## config.mk

```make
export PLATFORM = sky130hd
export DESIGN_NAME = sp_ram_req_seq_512x16_flat
export DESIGN_NICKNAME = d
export VERILOG_FILES = /design/src/rtl/sp_ram_req_seq_512x16_pkg.sv /design/src/rtl/sp_ram_req_seq_512x16_if.sv /design/src/rtl/sp_ram_req_seq_512x16_rsp_fifo.sv /design/src/rtl/sp_ram_req_seq_512x16.sv /design/src/flat_wrapper.sv
export SDC_FILE = /design/constraint.sdc
export NUM_CORES = 1
export LEC_CHECK = 0
export ABC_AREA = 1
export CORE_ASPECT_RATIO = 1.5
export CORE_UTILIZATION = 39
export DETAILED_ROUTE_END_ITERATION = 16
export HOLD_SLACK_MARGIN = 0.15
export PLACE_DENSITY = 0.85
export SETUP_SLACK_MARGIN = 0.5
export SYNTH_ARGS = -nofsm -noshare
export SYNTH_HDL_FRONTEND = slang
export SYNTH_SLANG_ARGS = --single-unit
```

## constraint.sdc

```tcl
create_clock -name clk -period 1.5 [get_ports clk]
set_clock_uncertainty 0.15 [all_clocks]
set_input_delay 0.225 -clock clk [delete_from_list [all_inputs] [get_ports clk]]
set_output_delay 0.225 -clock clk [all_outputs]
set_load 0.05 [all_outputs]
```

## src/rtl/sp_ram_req_seq_512x16_pkg.sv

```systemverilog
// Shared widths, sweep depth and FSM encoding for the 512x16 RAM request sequencer.
package sp_ram_seq_pkg;

    localparam int ADDR_W_DEF = 9;
    localparam int DATA_W_DEF = 16;
    localparam int DEPTH_DEF  = 1 << ADDR_W_DEF;

    typedef enum logic [1:0] {
        INIT  = 2'd0,
        SERVE = 2'd1,
        DRAIN = 2'd2
    } state_t;

endpackage

```

## src/rtl/sp_ram_req_seq_512x16_if.sv

```systemverilog
// Request/response stream bundle between a client (master) and the sequencer (slave).
interface sp_ram_req_seq_512x16_if
    import sp_ram_seq_pkg::*;
#(
    parameter int ADDR_W = ADDR_W_DEF,
    parameter int DATA_W = DATA_W_DEF
) ();

    logic              req_valid;
    logic              req_ready;
    logic              req_we;
    logic [ADDR_W-1:0] req_addr;
    logic [DATA_W-1:0] req_wdata;
    logic              rsp_valid;
    logic              rsp_ready;
    logic [DATA_W-1:0] rsp_data;

    modport master (
        output req_valid, req_we, req_addr, req_wdata, rsp_ready,
        input  req_ready, rsp_valid, rsp_data
    );

    modport slave (
        input  req_valid, req_we, req_addr, req_wdata, rsp_ready,
        output req_ready, rsp_valid, rsp_data
    );

endinterface

```

## src/rtl/sp_ram_req_seq_512x16_rsp_fifo.sv

```systemverilog
// Two-entry response buffer; head is a register so rsp_data is glitch-free and stable under stall.
module sp_ram_rsp_fifo
    import sp_ram_seq_pkg::*;
#(
    parameter int DATA_W = DATA_W_DEF
) (
    input  logic              clk,
    input  logic              rst,
    input  logic              push,
    input  logic              pop,
    input  logic [DATA_W-1:0] din,
    output logic [1:0]        occ,
    output logic [DATA_W-1:0] head
);

    logic [DATA_W-1:0] slot1;

    always_ff @(posedge clk) begin
        if (rst) begin
            occ   <= 2'd0;
            head  <= '0;
            slot1 <= '0;
        end else begin
            case ({push, pop})
                2'b10: begin
                    if (occ == 2'd0) head <= din;
                    else             slot1 <= din;
                    occ <= occ + 2'd1;
                end
                2'b01: begin
                    if (occ != 2'd0) begin
                        head <= slot1;
                        occ  <= occ - 2'd1;
                    end
                end
                2'b11: begin
                    // simultaneous push/pop keeps occupancy; the older word moves to the head
                    if (occ == 2'd2) begin
                        head  <= slot1;
                        slot1 <= din;
                    end else begin
                        head <= din;
                    end
                    if (occ == 2'd0) occ <= 2'd1;
                end
                default: ;
            endcase
        end
    end

endmodule

```

## src/rtl/sp_ram_req_seq_512x16.sv

```systemverilog
// Init sweep + request/response sequencer in front of a 512x16 write-first single-port RAM.
module sp_ram_req_seq_512x16
    import sp_ram_seq_pkg::*;
#(
    parameter int                ADDR_W   = ADDR_W_DEF,
    parameter int                DATA_W   = DATA_W_DEF,
    parameter int                DEPTH    = DEPTH_DEF,
    parameter logic [DATA_W-1:0] INIT_VAL = '0
) (
    input  logic                      clk,
    input  logic                      rst,
    input  logic                      init_start,
    output logic                      init_busy,
    sp_ram_req_seq_512x16_if.slave    bus,
    output logic                      ram_en,
    output logic                      ram_we,
    output logic                      ram_rst,
    output logic [ADDR_W-1:0]         ram_addr,
    output logic [DATA_W-1:0]         ram_di,
    input  logic [DATA_W-1:0]         ram_dout
);

    localparam logic [ADDR_W:0] LAST = (ADDR_W+1)'(DEPTH - 1);

    state_t            state;
    state_t            state_nx;
    logic [ADDR_W:0]   cnt;
    logic              inflight;
    logic [1:0]        occ;
    logic [2:0]        used;
    logic              pop;
    logic              ready;
    logic              accept;
    logic [DATA_W-1:0] head;

    // Credit: an issue is allowed only if the buffer can hold its result, counting this cycle's pop.
    assign pop    = bus.rsp_valid && bus.rsp_ready;
    assign used   = {1'b0, occ} + {2'b00, inflight};
    assign ready  = !rst && (state == SERVE) && (used < (3'd2 + {2'b00, pop}));
    assign accept = bus.req_valid && ready;

    assign bus.req_ready = ready;
    assign bus.rsp_valid = !rst && (occ != 2'd0);
    assign bus.rsp_data  = head;

    always_ff @(posedge clk) begin
        if (rst) state <= INIT;
        else     state <= state_nx;
    end

    always_comb begin
        state_nx = state;
        case (state)
            INIT:    if (cnt == LAST) state_nx = SERVE;
            SERVE:   if (init_start) state_nx = DRAIN;
            DRAIN:   if (occ == 2'd0 && !inflight) state_nx = INIT;
            default: state_nx = INIT;
        endcase
    end

    always_comb begin
        ram_en   = 1'b0;
        ram_we   = 1'b0;
        ram_rst  = 1'b0;
        ram_addr = '0;
        ram_di   = '0;
        if (rst) begin
            ram_en  = 1'b1;
            ram_rst = 1'b1;
        end else begin
            case (state)
                INIT: begin
                    ram_en   = 1'b1;
                    ram_we   = 1'b1;
                    ram_addr = cnt[ADDR_W-1:0];
                    ram_di   = INIT_VAL;
                end
                SERVE: begin
                    if (accept) begin
                        ram_en   = 1'b1;
                        ram_we   = bus.req_we;
                        ram_addr = bus.req_addr;
                        ram_di   = bus.req_wdata;
                    end
                end
                default: ;
            endcase
        end
    end

    // Issue stage -> RAM output stage: inflight marks ram_dout as valid next cycle.
    always_ff @(posedge clk) begin
        if (rst) begin
            cnt       <= '0;
            inflight  <= 1'b0;
            init_busy <= 1'b1;
        end else begin
            cnt       <= (state == INIT) ? cnt + 1'b1 : '0;
            inflight  <= accept;
            init_busy <= (state_nx != SERVE);
        end
    end

    // RAM output stage -> response buffer.
    sp_ram_rsp_fifo #(.DATA_W(DATA_W)) u_fifo (
        .clk  (clk),
        .rst  (rst),
        .push (inflight),
        .pop  (pop),
        .din  (ram_dout),
        .occ  (occ),
        .head (head)
    );

endmodule
```

## src/flat_wrapper.sv

```systemverilog
// flat-port wrapper written by rule: the top's interface ports become plain ports
module sp_ram_req_seq_512x16_flat import sp_ram_seq_pkg::*;
#(
    parameter int                ADDR_W   = ADDR_W_DEF,
    parameter int                DATA_W   = DATA_W_DEF,
    parameter int                DEPTH    = DEPTH_DEF,
    parameter logic [DATA_W-1:0] INIT_VAL = '0
)
  (clk, rst, init_start, init_busy, ram_en, ram_we, ram_rst, ram_addr, ram_di, ram_dout, bus_req_valid, bus_req_we, bus_req_addr, bus_req_wdata, bus_rsp_ready, bus_req_ready, bus_rsp_valid, bus_rsp_data);
  sp_ram_req_seq_512x16_if #(.ADDR_W(ADDR_W), .DATA_W(DATA_W)) bus_i ();
  input  logic clk;
  input  logic rst;
  input  logic init_start;
  output logic init_busy;
  output logic ram_en;
  output logic ram_we;
  output logic ram_rst;
  output logic [ADDR_W-1:0] ram_addr;
  output logic [DATA_W-1:0] ram_di;
  input  logic [DATA_W-1:0] ram_dout;
  input wire logic [$bits(bus_i.req_valid)-1:0] bus_req_valid;
  input wire logic [$bits(bus_i.req_we)-1:0] bus_req_we;
  input wire logic [$bits(bus_i.req_addr)-1:0] bus_req_addr;
  input wire logic [$bits(bus_i.req_wdata)-1:0] bus_req_wdata;
  input wire logic [$bits(bus_i.rsp_ready)-1:0] bus_rsp_ready;
  output wire logic [$bits(bus_i.req_ready)-1:0] bus_req_ready;
  output wire logic [$bits(bus_i.rsp_valid)-1:0] bus_rsp_valid;
  output wire logic [$bits(bus_i.rsp_data)-1:0] bus_rsp_data;
  assign bus_i.req_valid = bus_req_valid;
  assign bus_i.req_we = bus_req_we;
  assign bus_i.req_addr = bus_req_addr;
  assign bus_i.req_wdata = bus_req_wdata;
  assign bus_i.rsp_ready = bus_rsp_ready;
  assign bus_req_ready = bus_i.req_ready;
  assign bus_rsp_valid = bus_i.rsp_valid;
  assign bus_rsp_data = bus_i.rsp_data;
  sp_ram_req_seq_512x16 #(.ADDR_W(ADDR_W), .DATA_W(DATA_W), .DEPTH(DEPTH), .INIT_VAL(INIT_VAL)) u_core (.clk(clk), .rst(rst), .init_start(init_start), .init_busy(init_busy), .bus(bus_i), .ram_en(ram_en), .ram_we(ram_we), .ram_rst(ram_rst), .ram_addr(ram_addr), .ram_di(ram_di), .ram_dout(ram_dout));
endmodule
```

-- Word level (Yosys, flattened, before mapping)
Index checks and enable logic that the tools add are counted.
- register bits after elaboration: 48
- input port bits: 47
- output and inout port bits: 47
- add/subtract/negate cells: 5
- magnitude comparators: 1
- equal/unequal tests: 13
- muxes and demuxes: 27
- bitwise logic cells: 1
- reduce and logical (&&, ||, !) cells: 17
- operator list (kind ; number):
    $mux W16 ; 8
    $pmux W16 S3 ; 1
    $pmux W16 S2 ; 1
    $mux W9 ; 2
    $pmux W9 S2 ; 1
    $pmux W2 S3 ; 2
    $add A10 B1 Y10 const B ; 1
    $eq A10 B9 Y1 const B ; 1
    $mux W2 ; 5
    $reduce_and A3 Y1 ; 3
    $eq A2 B2 Y1 const B ; 4
    $ne A2 B1 Y1 const B ; 4
    $logic_and A1 B1 Y1 ; 6
    $mux W1 ; 5
    $eq A2 B1 Y1 const B ; 2
    $logic_not A2 Y1 ; 2
    $ne A2 B2 Y1 const B ; 2
    $pmux W1 S2 ; 2
    $reduce_bool A2 Y1 ; 2
    $add A2 B1 Y3 ; 1
    $add A2 B1 Y3 const A ; 1
    $lt A3 B3 Y1 ; 1
    $reduce_bool A3 Y1 ; 1
    $add A2 B1 Y2 const B ; 1
    other kinds (4) ; 5

-- Logic depth before layout (Yosys ltp)
- depth in word-level cells: 10
- mapped depth: 8
- gate-level depth less buffers: 8

-- By module
Synthesis repeated with hierarchy kept, for this count alone.
- cells, all modules: 410
- area, all modules: 2698.8 µm²
- by module, submodules not included (module ; instances ; cells each ; area each (µm²) ; sequential area each (µm²)):
    sp_ram_rsp_fifo ; 1 ; 261 ; 1736.7 ; 680.7
    sp_ram_req_seq_512x16 ; 1 ; 149 ; 962.2 ; 280.3

-- Worst setup path before layout
Ideal clock, no wire load.
- path kind: reg-to-output
- from: register u_core.u_fifo.occ[0]
- to: output port bus_req_ready
- arrival time: 2.126 ns
- path slack: -1.001 ns
- stages on the path, launching flop included: 5
- path buffers: 0
- path through: dfxtp_1 ha_1 ha_1 nor2_4 a21boi_0
- longest elaborated chain between the ends: 6
- elaborated cells between the ends (all ways): 7
- RTL lines (element ; line ; RTL):
    from (decl) ; sp_ram_req_seq_512x16_rsp_fifo.sv:12 ; output logic [1:0] occ,
    from (signal assigned) ; sp_ram_req_seq_512x16_rsp_fifo.sv:28 ; occ <= occ + 2'd1;
    from (signal assigned) ; sp_ram_req_seq_512x16_rsp_fifo.sv:33 ; occ <= occ - 2'd1;
    $reduce_bool A2 Y1 ; sp_ram_req_seq_512x16.sv:43 ; assign bus.rsp_valid = !rst && (occ != 2'd0);
    $logic_and A1 B1 Y1 ; sp_ram_req_seq_512x16.sv:43 ;
    $logic_and A1 B1 Y1 ; sp_ram_req_seq_512x16.sv:37 ; assign pop = bus.rsp_valid && bus.rsp_ready;
    $add A2 B1 Y3 ; sp_ram_req_seq_512x16.sv:39 ; assign ready = !rst && (state == SERVE) && (used < (3'd2 + {2'b00, pop}));
    $lt A3 B3 Y1 (*) ; sp_ram_req_seq_512x16.sv:39 ;
    $logic_and A1 B1 Y1 (*) ; sp_ram_req_seq_512x16.sv:39 ;
    to (decl) ; flat_wrapper.sv:26 ; output wire logic [$bits(bus_i.req_ready)-1:0] bus_req_ready;
Mark *: on every way between the ends. The rest lies on a longest branch, timed or not.

-- Worst setup path after layout
- from: register u_core.inflight
- to: output port ram_addr[6]
- longest elaborated chain between the ends: 7
- RTL lines (element ; line ; RTL):
    from (decl) ; sp_ram_req_seq_512x16.sv:28 ; logic inflight;
    from (signal assigned) ; sp_ram_req_seq_512x16.sv:99 ; inflight <= accept;
    $add A2 B1 Y3 ; sp_ram_req_seq_512x16.sv:38 ; assign used = {1'b0, occ} + {2'b00, inflight};
    $lt A3 B3 Y1 ; sp_ram_req_seq_512x16.sv:39 ;
    $logic_and A1 B1 Y1 ; sp_ram_req_seq_512x16.sv:39 ;
    $logic_and A1 B1 Y1 ; sp_ram_req_seq_512x16.sv:40 ; assign accept = bus.req_valid && ready;
    $mux W9 ; sp_ram_req_seq_512x16.sv:79 ; if (accept) begin
    $pmux W9 S2 ; sp_ram_req_seq_512x16.sv:71 ; case (state)
    $mux W9 ; sp_ram_req_seq_512x16.sv:67 ; if (rst) begin
    to (decl) ; flat_wrapper.sv:18 ; output logic [ADDR_W-1:0] ram_addr;
No other way between the ends.

==> impl_results.md <==
- Post-layout net count: about 550
- Initial DRT Pass Iterations: 5
- Synth top cells by count: nor2_1 (62), o21ai_0 (51), dfxtp_1 (48)
- CTS Buffer Depth: 2
- Tmin final: 2.395 ns
- WL per Instance: 26.16 um
- Logic pwr share: 18.1%
- Worst Max-Slew Pin Slew: 0.4315 ns
- Synth Warn #: 0
- EDFF count, synth: 0
- Clk network pwr share: 35.7%
- Vias post-DR: 3,566
- Initial antenna violation count: 0
- Worst setup path start: u_core.inflight
- Leakage: ~0.0022 uW
- Peak VDD IR: between 0.4 and 0.5 mV
- WS Path Type: reg2out
- Crit start category: flip-flop
- Final wirelength: about 15,000 um
- Status: finished with violations
- H-tree levels: 2
- Gpl congestion: ~0.82
- GRT Resource Usage Total: a little over a third
- Avg Cell Area, Syn: just under 7 um^2
- Synthesized instance count: about 350
- WP data arrival: roughly 2.0 ns
- Max Slew Vio Count: 0
- Syn Nets: around 400
- P_sw: a little over 800 uW
- R2R setup slack: -0.61 ns
- Post-Syn Area: around 0.0024 mm^2
- Die H: 97.90 um
- Dpl hpwl: between 5000 and 6000 um
- TritonCTS clock tree: yes
- Clk root buf: clkbuf_8
- ANT cells: 0
- Slew Limit Headroom: a little under three quarters
- Hold path startpoint: rst
- Std-Cell Rows: 34
- Area added between synthesis and finish: 129.1%
- Final WS setup: -0.8950 ns
- Vias in the first global route: approximately 3,300
- Die span in x: roughly 66 um
- Final period utilization: 159.7%
- Post-synth top flop: dfxtp_1
- Final setup fails: 74
- I/O pin cnt: 94
- Post-route ant nets: 0
- Initial Utilization: 40.73%
- Hold_buf cts: 0
- Endpoint type of the worst setup path: primary output
- Flops & latches, synth: 48
- Failing checks: setup timing
- Crit Path Max Fanout: 9
- Final Hold Viols: 0
- Vias per cell: approximately 6.2
- Inst Count DP: roughly 530
- Yosys top cell area share: 40.19%
- Hold_ws: about 0.16 ns
- Dominant cell type by area after synthesis: dfxtp_1
- Sequential share of the synthesized area: roughly 40%
- Core Area: between 0.005 and 0.006 mm^2
- Clock Sinks: 48
- Worst Path Required: 1.12 ns
- Setup_tns: -40.78 ns
- Max Cap Viol: 0
- Clock transition at path regs: 0.12 ns
- Power density cells: a little over 500 mW/mm^2
- Total Die Area: approximately 0.0065 mm^2
- Final cell count without fillers: around 580
- Most common cell in the netlist: nor2_1
- Fmax achieved: between 0.4 and 0.5 GHz
- Initial DRC count: 321
- Fraction of layout instances using a drive strength above 1: a little over half
- Flop pwr share: between 40% and 50%
- Placed Instance Area: 0.004393 mm^2
- Overflow left after global routing: 0
- Post-synth ARST share: 0%
- First-pass GRT wire length: around 17,000 um
- RSZ-0062 raised after global routing: true
- Int Power: slightly below 2000 uW
- Yosys cell types: 29
- TritonCTS buffer count: 5
- Clock latency on the worst-skew pair: around 0.33 ns
- Worst r2r src: u_core.u_fifo.occ[0]
- Design area: roughly 0.0055 mm^2
- Largest net degree at the start of global routing: 33
- Residual DRC: 0
- Port Buf Inserts: 93
- Sw frac: 29.53%
- Main area contributors after synthesis: dfxtp_1 (40%), o21ai_0 (11%), nor2_1 (9.7%), inv_1 (7.4%), nand2_1 (6.9%)
- Final Core Density: between 90% and 100%
- Hold Path Class: in2reg
[metrics by stage]
stage | worst slack [ns] | total power [uW]
final | -0.8950 | 2781
after detailed placement | -0.5998 | 1656
after global placement | -0.5117 | 1644
after global routing | -0.8851 | 2837
after CTS | -0.6870 | 2579
after floorplan | -0.4467 | 1460
[registers in the layout, indices dropped and copies added (netlist names)]
name                 flops
u_core.inflight          1
u_core.init_busy         1
u_core.cnt              10
u_core.u_fifo.head      16
u_core.u_fifo.occ        2
u_core.state             2
u_core.u_fifo.slot1     16
[routing by layer]
| metal | global-route usage (%) | part of all wire [%] |
|---|---|---|
| met5 | 0 | 0 |
| met4 | 20.13 | 9.4 |
| met3 | 7.827 | 8.0 |
| met2 | 63.74 | 50 |
| met1 | 36.47 | 32 |
[power by group through the flow]
| stage | combinational, uW | sequential [uW] | clock (uW) |
|---|---|---|---|
| floorplan | 142 | 1320 | 0 |
| global placement | 325 | 1320 | 0 |
| detailed placement | 335 | 1320 | 0 |
| CTS | 381 | 1290 | 912 |
| global route | 515 | 1290 | 1040 |
| finish | 504 | 1290 | 992 |
[critical path, cell delays in order, from the launching register on]
cell     delay, ns
dfxtp_4       0.40
ha_4          0.18
ha_4          0.17
nor2_4        0.18
buf_12        0.16
nand4_1       0.20
a21oi_4       0.24
buf_12        0.16
[what timing repair did]
item / in CTS / in global routing
endpoints found under the hold margin: 0 / 0
cloned: 3 / 3
resized for setup: 110 / 84
endpoints found under the setup margin: 95 / 95
pin swaps: 37 / 52
buffers inserted: 18 / 15
[cell type report]
cell class,count,area [um^2]
Fill cell,166,391.6
Tap cell,72,90.09
Clock inverter,2,16.27
Clock buffer,6,93.84
Multi-Input combinational cell,230,1775
Timing Repair Buffer,167,2295
Inverter,50,197.7
Sequential cell,48,1011
[layout by cell type, fill, tap and decap left out, types with 2 or more instances in the layout]
master,Yosys,routed
buf_16,0,3
nand2_4,2,8
dfxtp_1,48,22
nand4_1,10,10
o21ai_1,1,14
a21oi_1,29,14
dfxtp_2,0,19
clkbuf_8,0,5
nand3_4,1,4
a21oi_4,0,8
inv_4,0,4
buf_4,1,34
xnor2_1,2,2
clkbuf_16,0,4
nor2_4,2,30
xor2_1,2,2
dfxtp_4,0,7
buf_12,0,58
o21ai_4,1,2
ha_4,0,3
clkdlybuf4s50_1,0,45
o21ai_2,1,24
nand2_1,44,24
o21ai_0,51,14
inv_1,47,43
nor2_2,5,2
nand3_1,7,3
a21oi_2,0,7
nand2_2,0,14
buf_6,3,24
nor2_1,62,37
inv_2,2,3
[worst paths after layout]
| kind | cells past startpoint | endpoint |
|---|---|---|
| setup reg to reg | 13 | u_core.u_fifo.occ[1] |
| setup / recovery | 7 | ram_addr[6] |
| hold / removal | 4 | u_core.state[1] |
| hold reg to reg | 2 | u_core.u_fifo.slot1[1] |
[logic make-up after synthesis]
group | share of synthesized area, %
adders and majority gates | 1.570
buffers and inverters | 11.98
DFF | 40.19
AOI/OAI and AO/OA | 18.32
and+or+nand+nor | 26.48
xor gates and xnor gates | 1.465
Power figures use the tool's default switching activity.
